**config.mk**
```make
export PLATFORM = sky130hd
export DESIGN_NAME = alu32_flat
export DESIGN_NICKNAME = d
export VERILOG_FILES = /design/src/rtl/alu32_if.sv /design/src/rtl/alu32.sv /design/src/flat_wrapper.sv
export SDC_FILE = /design/constraint.sdc
export NUM_CORES = 1
export LEC_CHECK = 0
export BUFFER_PORTS_ARGS = -buffer_cell sky130_fd_sc_hd__buf_2
export CAP_MARGIN = 10
export CORE_MARGIN = 1
export CORE_UTILIZATION = 44
export DETAILED_ROUTE_END_ITERATION = 10
export SLEW_MARGIN = 40
export SYNTH_ARGS = -nofsm -noshare
export SYNTH_HDL_FRONTEND = slang
export SYNTH_SLANG_ARGS = --single-unit
```
**constraint.sdc**
```tcl
create_clock -name clk -period 10.16 [get_ports clk]
set_input_delay 2.032 -clock clk [delete_from_list [all_inputs] [get_ports clk]]
set_output_delay 2.032 -clock clk [all_outputs]
set_load 0.03 [all_outputs]
```
**src/rtl/alu32_if.sv**
```systemverilog
// Operand/result bundle for alu32. The master drives operands and control;
// the slave (the ALU) returns combinational results plus the registered side path.
interface alu32_if;
  logic [31:0] a;
  logic [31:0] b;
  logic [3:0]  control;
  logic [31:0] result;
  logic        overflow;
  logic        zero;
  logic        equal;
  logic [31:0] result_q;
  logic        overflow_sticky;

  modport master (
    output a, b, control,
    input  result, overflow, zero, equal, result_q, overflow_sticky
  );

  modport slave (
    input  a, b, control,
    output result, overflow, zero, equal, result_q, overflow_sticky
  );
endinterface

```
**src/rtl/alu32.sv**
```systemverilog
// 32-bit combinational integer ALU with a shared add/sub adder, a shifter, and a
// small clocked side path that holds a copy of the result and a sticky overflow.
module alu32 (
  input  logic    clk,
  input  logic    rst,
  alu32_if.slave  bus
);
  localparam logic [3:0] OP_AND  = 4'b0001;
  localparam logic [3:0] OP_OR   = 4'b0010;
  localparam logic [3:0] OP_XOR  = 4'b0011;
  localparam logic [3:0] OP_SLL  = 4'b0101;
  localparam logic [3:0] OP_SRL  = 4'b0110;
  localparam logic [3:0] OP_SRA  = 4'b0111;
  localparam logic [3:0] OP_ADD  = 4'b1000;
  localparam logic [3:0] OP_SUB  = 4'b1100;
  localparam logic [3:0] OP_SLT  = 4'b1101;
  localparam logic [3:0] OP_SLTU = 4'b1111;

  logic [31:0] a, b;
  logic [3:0]  ctrl;
  assign a    = bus.a;
  assign b    = bus.b;
  assign ctrl = bus.control;

  // SUB and both compares run through the same a + ~b + 1 path.
  logic        do_sub;
  logic [31:0] b_eff;
  logic [32:0] sum_full;
  logic [31:0] sum;
  logic        carry_out;
  logic        add_ovf;

  assign do_sub    = (ctrl == OP_SUB) || (ctrl == OP_SLT) || (ctrl == OP_SLTU);
  assign b_eff     = do_sub ? ~b : b;
  assign sum_full  = {1'b0, a} + {1'b0, b_eff} + {32'd0, do_sub};
  assign sum       = sum_full[31:0];
  assign carry_out = sum_full[32];
  assign add_ovf   = (a[31] == b_eff[31]) && (sum[31] != a[31]);

  // Out-of-range shift amounts saturate instead of wrapping on b[4:0].
  logic        shamt_big;
  logic [4:0]  shamt;
  logic [31:0] sll_res, srl_res, sra_res;

  assign shamt_big = |b[31:5];
  assign shamt     = b[4:0];
  assign sll_res   = shamt_big ? 32'd0 : (a << shamt);
  assign srl_res   = shamt_big ? 32'd0 : (a >> shamt);
  assign sra_res   = shamt_big ? {32{a[31]}} : 32'($signed(a) >>> shamt);

  logic [31:0] result;
  logic        overflow;

  always_comb begin
    result   = 32'd0;
    overflow = 1'b0;
    case (ctrl)
      OP_AND:  result = a & b;
      OP_OR:   result = a | b;
      OP_XOR:  result = a ^ b;
      OP_SLL:  result = sll_res;
      OP_SRL:  result = srl_res;
      OP_SRA:  result = sra_res;
      OP_ADD:  begin result = sum; overflow = add_ovf; end
      OP_SUB:  begin result = sum; overflow = add_ovf; end
      OP_SLT:  result = {31'd0, sum[31] ^ add_ovf};
      OP_SLTU: result = {31'd0, ~carry_out};
      default: result = 32'd0;
    endcase
  end

  assign bus.result   = result;
  assign bus.overflow = overflow;
  assign bus.zero     = (result == 32'd0);
  assign bus.equal    = (a == b);

  logic [31:0] result_q, result_d;
  logic        sticky_q, sticky_d;

  always_comb begin
    result_d = result;
    sticky_d = sticky_q | overflow;
  end

  always_ff @(posedge clk or posedge rst) begin
    if (rst) begin
      result_q <= 32'd0;
      sticky_q <= 1'b0;
    end else begin
      result_q <= result_d;
      sticky_q <= sticky_d;
    end
  end

  assign bus.result_q        = result_q;
  assign bus.overflow_sticky = sticky_q;
endmodule

```
**src/flat_wrapper.sv**
```systemverilog
// flat-port wrapper written by rule: the top's interface ports become plain ports
module alu32_flat 
  (clk, rst, bus_a, bus_b, bus_control, bus_result, bus_overflow, bus_zero, bus_equal, bus_result_q, bus_overflow_sticky);
  alu32_if bus_i ();
  input  logic clk;
  input  logic rst;
  input wire logic [$bits(bus_i.a)-1:0] bus_a;
  input wire logic [$bits(bus_i.b)-1:0] bus_b;
  input wire logic [$bits(bus_i.control)-1:0] bus_control;
  output wire logic [$bits(bus_i.result)-1:0] bus_result;
  output wire logic [$bits(bus_i.overflow)-1:0] bus_overflow;
  output wire logic [$bits(bus_i.zero)-1:0] bus_zero;
  output wire logic [$bits(bus_i.equal)-1:0] bus_equal;
  output wire logic [$bits(bus_i.result_q)-1:0] bus_result_q;
  output wire logic [$bits(bus_i.overflow_sticky)-1:0] bus_overflow_sticky;
  assign bus_i.a = bus_a;
  assign bus_i.b = bus_b;
  assign bus_i.control = bus_control;
  assign bus_result = bus_i.result;
  assign bus_overflow = bus_i.overflow;
  assign bus_zero = bus_i.zero;
  assign bus_equal = bus_i.equal;
  assign bus_result_q = bus_i.result_q;
  assign bus_overflow_sticky = bus_i.overflow_sticky;
  alu32 u_core (.clk(clk), .rst(rst), .bus(bus_i));
endmodule
```
# Word-level counts from Yosys, hierarchy flattened
# Cells that the tools add are included.
[classes]
addsub = 2
n_eq_ne = 13
n_shift = 3
muxes = 6
bitwise = 7
n_reduce_logical = 6
[op_table]
columns = ["operator", "n"]
rows = [
  ["one-hot mux 32 bit (9 select lines)", 1],
  ["2-to-1 mux 32 bit", 4],
  ["adder 32 x 32 -> 33 bit", 1],
  ["adder 33 x 1 -> 33 bit", 1],
  ["AND 32 bit", 1],
  ["== test 32 bit", 1],
  ["logical NOT 32 bit", 1],
  ["NOT 32 bit", 1],
  ["bitwise OR 32 bit", 1],
  ["left shift 32 x 5 -> 32 bit", 1],
  ["right shift 32 x 5 -> 32 bit", 1],
  [">>> shifter 32 x 5 -> 32 bit", 1],
  ["XOR 32 bit", 1],
  ["OR reduction 27 bit", 1],
  ["== test 4 bit, second input constant", 4],
  ["== test 4 x 3 -> 1 bit, second input constant", 3],
  ["== test 4 x 2 -> 1 bit, second input constant", 2],
  ["== test 4 x 1 -> 1 bit, second input constant", 1],
  ["logical OR 1 bit", 2],
  ["OR reduction 2 bit", 1],
  ["== test 1 bit", 1],
  ["logical AND 1 bit", 1],
  ["2-to-1 mux 1 bit", 1],
  ["!= test 1 bit", 1],
  ["other kinds (3)", 3],
]
[word_totals]
ff_bits = 33
in_bits = 70
out_inout_bits = 68
elab_cells = 39

# Logic depth before layout (Yosys ltp)
[logic_depth]
depth_word = 11
mapped_depth = 18

# Worst setup path before layout
# Ideal clock, no wire load.
[synth_timing]
path_type = "input to output"
from = "in bus_b[2]"
to = "out bus_zero"
arrival_time_ns = 6.875
required_ns = 8.128
path_slack_ns = 1.253
cell_stages = 16
n_path_buf = 4
path_cell_list = "clkbuf_1 inv_2 buf_1 buf_1 clkbuf_1 xnor2_1 ha_1 nor2b_1 o221ai_1 a2111o_1 a31oi_1 a211oi_1 or3_1 a21o_1 or3_1 nor4_2"
[synth_via]
elab_chain_cells = 9
elab_cells_between_ends = 19
classes_between = "2 x add/sub; 1 x eq/ne; 3 x shift; 5 x mux; 6 x bitwise; 2 x reduce/logical"
[synth_lines]
columns = ["element", "line_no", "text"]
rows = [
  ["start: declaration", "flat_wrapper.sv:8", "input wire logic [$bits(bus_i.b)-1:0] bus_b;"],
  ["NOT 32 bit", "alu32.sv:34", "assign b_eff = do_sub ? ~b : b;"],
  ["2-to-1 mux 32 bit", "alu32.sv:34", ""],
  ["adder 32 x 32 -> 33 bit", "alu32.sv:35", "assign sum_full = {1'b0, a} + {1'b0, b_eff} + {32'd0, do_sub};"],
  ["adder 33 x 1 -> 33 bit", "alu32.sv:35", ""],
  ["!= test 1 bit", "alu32.sv:38", "assign add_ovf = (a[31] == b_eff[31]) && (sum[31] != a[31]);"],
  ["logical AND 1 bit", "alu32.sv:38", ""],
  ["XOR 1 bit", "alu32.sv:66", "OP_SLT: result = {31'd0, sum[31] ^ add_ovf};"],
  ["one-hot mux 32 bit (9 select lines) *", "alu32.sv:57", "case (ctrl)"],
  ["net bus_result[0]", "flat_wrapper.sv:10", "output wire logic [$bits(bus_i.result)-1:0] bus_result;"],
  ["logical NOT 32 bit *", "alu32.sv:74", "assign bus.zero = (result == 32'd0);"],
  ["end: declaration", "flat_wrapper.sv:12", "output wire logic [$bits(bus_i.zero)-1:0] bus_zero;"],
]
# Mark *: on every way through the listed nets, which the timed path passes. The rest lies on a longest branch.

# Final worst setup path
[layout_timing]
from = "in bus_control[0]"
to = "out bus_zero"
[layout_via]
elab_chain_cells = 11
elab_cells_between_ends = 23
classes_between = "2 x add/sub; 12 x eq/ne; 2 x mux; 2 x bitwise; 5 x reduce/logical"
[layout_lines]
columns = ["element", "line_no", "text"]
rows = [
  ["start: declaration", "flat_wrapper.sv:9", "input wire logic [$bits(bus_i.control)-1:0] bus_control;"],
  ["== test 4 bit", "alu32.sv:33, alu32.sv:57", ""],
  ["logical OR 1 bit (2 in a row)", "alu32.sv:33", "assign do_sub = (ctrl == OP_SUB) || (ctrl == OP_SLT) || (ctrl == OP_SLTU);"],
  ["2-to-1 mux 32 bit", "alu32.sv:34", ""],
  ["adder 32 x 32 -> 33 bit", "alu32.sv:35", ""],
  ["adder 33 x 1 -> 33 bit", "alu32.sv:35", ""],
  ["!= test 1 bit", "alu32.sv:38", ""],
  ["logical AND 1 bit", "alu32.sv:38", ""],
  ["XOR 1 bit", "alu32.sv:66", ""],
  ["one-hot mux 32 bit (9 select lines) *", "alu32.sv:57", ""],
  ["logical NOT 32 bit *", "alu32.sv:74", ""],
]
# Mark *: on every way between the ends. The rest lies on a longest branch, timed or not.

==> summary.md <==
| Metric | Value |
|---|---|
| Run status | finished, final reports clean |
| Die Span X | approximately 150 µm |
| Routed WL | between 40000 and 50000 µm |
| Grt met3 use | 9.604% |
| Largest cells by area after synthesis | ha_1 (13%), dfrtp_1 (8.6%), mux4_2 (8.2%) |
| Most used flip-flop cell after synthesis | dfrtp_1 |
| Top-Level Pins | about 140 |
| Total negative setup slack | 0 ps |
| Routed vias/inst | 6.963 |
| CP endpoint kind | output port |
| WHS | 458.9 ps |
| Maximum VDD drop | roughly 0.000052 V |
| M2 GR Usage | 62.43% |
| Number of cells after detailed placement | 1586 |
| Post-synthesis sequential area ratio | 8.566% |
| Share of cells above drive strength 1 | 20.76% |
| Initial DRC count | 1399 |
| CTS root buf | clkbuf_16 |
| Hold Fails Final Rpt | 0 |
| GR Util met1 | between 50% and 60% |
| Die area | 0.02251 mm² |
| # hold bufs at CTS | 0 |
| Initial Util | 45.43% |
| Inserted Diodes | 0 |
| Cells on worst reg2reg path | 1 |
| CTS HTree Levels | 2 |
| # resized after CTS | 0 |
| Area of the mapped netlist | 0.009640 mm² |
| Total track usage | 41.86% |
| Busiest grt layer | met2 |
| Setup bufs post-CTS | 0 |
| Pwr dens | 93.26 mW/mm² |
| Crit share post-route | around nine tenths |
| Max Root-Sink Buffers | 2 |
| Relative slew slack | ~45% |
| Worst Setup Start Kind | primary input |
| Non-filler cells, final | 1595 |
| Tmin final | 9133 ps |
| I/O Buffers | 137 |
| CP Data Required Time | 8130 ps |
| CTS sink cnt | 33 |
| TritonCTS clock tree | done |
| Worst Hold Depth | 1 |
| Routed via count | 11106 |
| FFs w/ async S/R, synth | 100.0% |
| GR Overflow Total | 0 |
| TritonCTS buffer count | 5 |
| Clk Latency, worst-skew pair | ~270 ps |
| DP Worst Slack | 1143 ps |
| First-pass GRT wire length | 68410 µm |
| Initial DRT Pass Iterations | 6 |
| Placed wire-length estimate | 37920 µm |
| Core area | 0.02122 mm² |
| Syn_nets | 1408 |
| Yosys top cell by area | ha_1 |
| Critical path fanouts, max | 23 |
| Largest net degree at the start of global routing | 66 |
| Number of synthesized register bits | 33 |
| Max Cap Violations | 0 |
| Initial antenna violation count | 0 |
| Synth cell types | between 80 and 90 |
| DRC errors left | 0 |
| Post-synth EDFFs | 0 |
| Nets | 1488 |
| Gate Count Post-Synth | around 1200 |
| Clock Skew | 0 ps |
| Final setup margin | 1027 ps |
| Setup violators final | 0 |
| Average cell area after synthesis | 7.781 µm² |
| Hold WC Path Type | flip-flop to flip-flop |
| Routability Congestion | 1.042 |
| CP Class | primary input to output port |
| Least-Margin Pin Slew | around 830 ps |
| Area delta synth->final | 9.955% |
| CP arrival | 7100 ps |
| Vias in the first global route | 10071 |
| Row count | 53 |
| Lkg Pwr | 4.735 nW |
| Max-slew violations | 0 |
| Top-area cell type share of the netlist area | 12.72% |
| Clock slew at reported path FFs | 50 ps |
| Fmax achieved | approximately 110 MHz |
| Routed len/inst | about 30 µm |
| RSZ-0062 raised after global routing | false |
| Filler cells | 2185 |
| Ys Warns | 0 |
| Antenna viol nets, final | 0 |
| Die H | 150.0 µm |
## synthesized netlist by cell type (10+ instances only)
| library cell | n |
|---|---|
| nand2_1 | 109 |
| mux4_2 | 35 |
| inv_1 | 75 |
| clkbuf_1 | 50 |
| a211oi_1 | 14 |
| ha_1 | 98 |
| a22oi_1 | 12 |
| mux2_2 | 33 |
| buf_2 | 16 |
| xnor2_1 | 40 |
| a31oi_1 | 15 |
| or2_2 | 11 |
| buf_1 | 13 |
| dfrtp_1 | 33 |
| nor3_1 | 21 |
| nand4_1 | 17 |
| nor2_1 | 118 |
| or3_1 | 10 |
| mux2i_1 | 46 |
| nand3_1 | 27 |
| o211ai_1 | 23 |
| a221oi_1 | 36 |
| o22ai_1 | 23 |
| a211o_1 | 11 |
| nor2b_1 | 12 |
| nor4_1 | 22 |
| and2_1 | 10 |
| o21ai_0 | 59 |
| a21o_1 | 16 |
| a21oi_1 | 64 |
## routing by layer
metal | wire, µm | part of all wire (%)
met1 | 19420 | 41
met2 | 19880 | 42
met3 | 5819 | 12
met4 | 2157 | 4.6
met5 | 0 | 0
## sequential cells by signal, indices dropped and copies added, names as in the netlist
signal / count
u_core.bus.result_q: 32
u_core.bus.overflow_sticky: 1
## logic make-up after synthesis
logic type	after synthesis	share of synthesized area (%)
XOR/XNOR	48	4.361
AND/OR/NAND/NOR	393	19.73
buffers and inverters	168	7.515
flip-flops	33	8.566
multiplexers	128	19.53
adder cells (fa/ha/maj)	99	12.93
AO/OA/AOI/OAI	370	27.37
## path summary, 6_finish.rpt
check                                           start                         end  slack [ps]
min reg2reg                u_core.bus.overflow_sticky  u_core.bus.overflow_sticky         460
min in group asynchronous                         rst      u_core.bus.result_q[2]        1830
max in group asynchronous                         rst     u_core.bus.result_q[17]        8040
max                                    bus_control[0]                    bus_zero        1030
max reg2reg                u_core.bus.overflow_sticky  u_core.bus.overflow_sticky        9390
min                        u_core.bus.overflow_sticky  u_core.bus.overflow_sticky         460
## power breakdown
group	internal, mW	switching [mW]	leakage (nW)
Combinational	0.232	0.466	4.23
Clock	0.0897	0.0499	0.0706
Sequential	0.147	0.00355	0.433
Total	0.469	0.519	4.74
## cells in the final DEF, fill, tap and decap left out, drive strengths merged, types with 11 or more instances in the layout
cell type / count
a211o: 11
a211oi: 15
a21o: 16
a21oi: 64
a221oi: 36
a22oi: 13
a31oi: 15
and2: 11
buf: 165
dfrtp: 33
ha: 98
inv: 76
mux2: 41
mux2i: 46
mux4: 41
nand2: 109
nand3: 27
nand4: 17
nor2: 118
nor2b: 12
nor3: 21
nor4: 23
o211ai: 23
o21ai: 60
o22ai: 23
or2: 11
or3: 11
xnor2: 40
## worst max-delay path, cell delays in order
cell and delay [ps]:
buf_2 240, nand2b_1 280, and2_2 390, buf_4 430
xnor2_1 110, ha_1 430, nand4_1 180, or3_1 400
a2111o_1 340, a31oi_1 420, a211oi_1 260, or3_1 450
a21o_1 220, or3_1 380, nor4_2 270, buf_2 240
## metrics by stage
step	cell area (µm²)	total power, mW	util [%]
after detailed placement	10460	0.8257	49.27
after floorplan	9641	0.5974	-
after global placement	10450	0.8286	49.23
final	10600	0.9886	49.95
after CTS	10600	0.9686	49.93
after global routing	10600	1.034	49.95
## final cells by class
class	instances	area [µm²]	share of cell area [%]
Clock buffer	6	128.9	1.216
Clock inverter	2	10.01	0.09443
Inverter	76	285.3	2.691
Multi-Input combinational cell	1038	8113	76.53
Sequential cell	33	825.8	7.790
Tap cell	275	344.1	3.246
Timing Repair Buffer	165	893.4	8.428
Power figures use the tool's default switching activity.
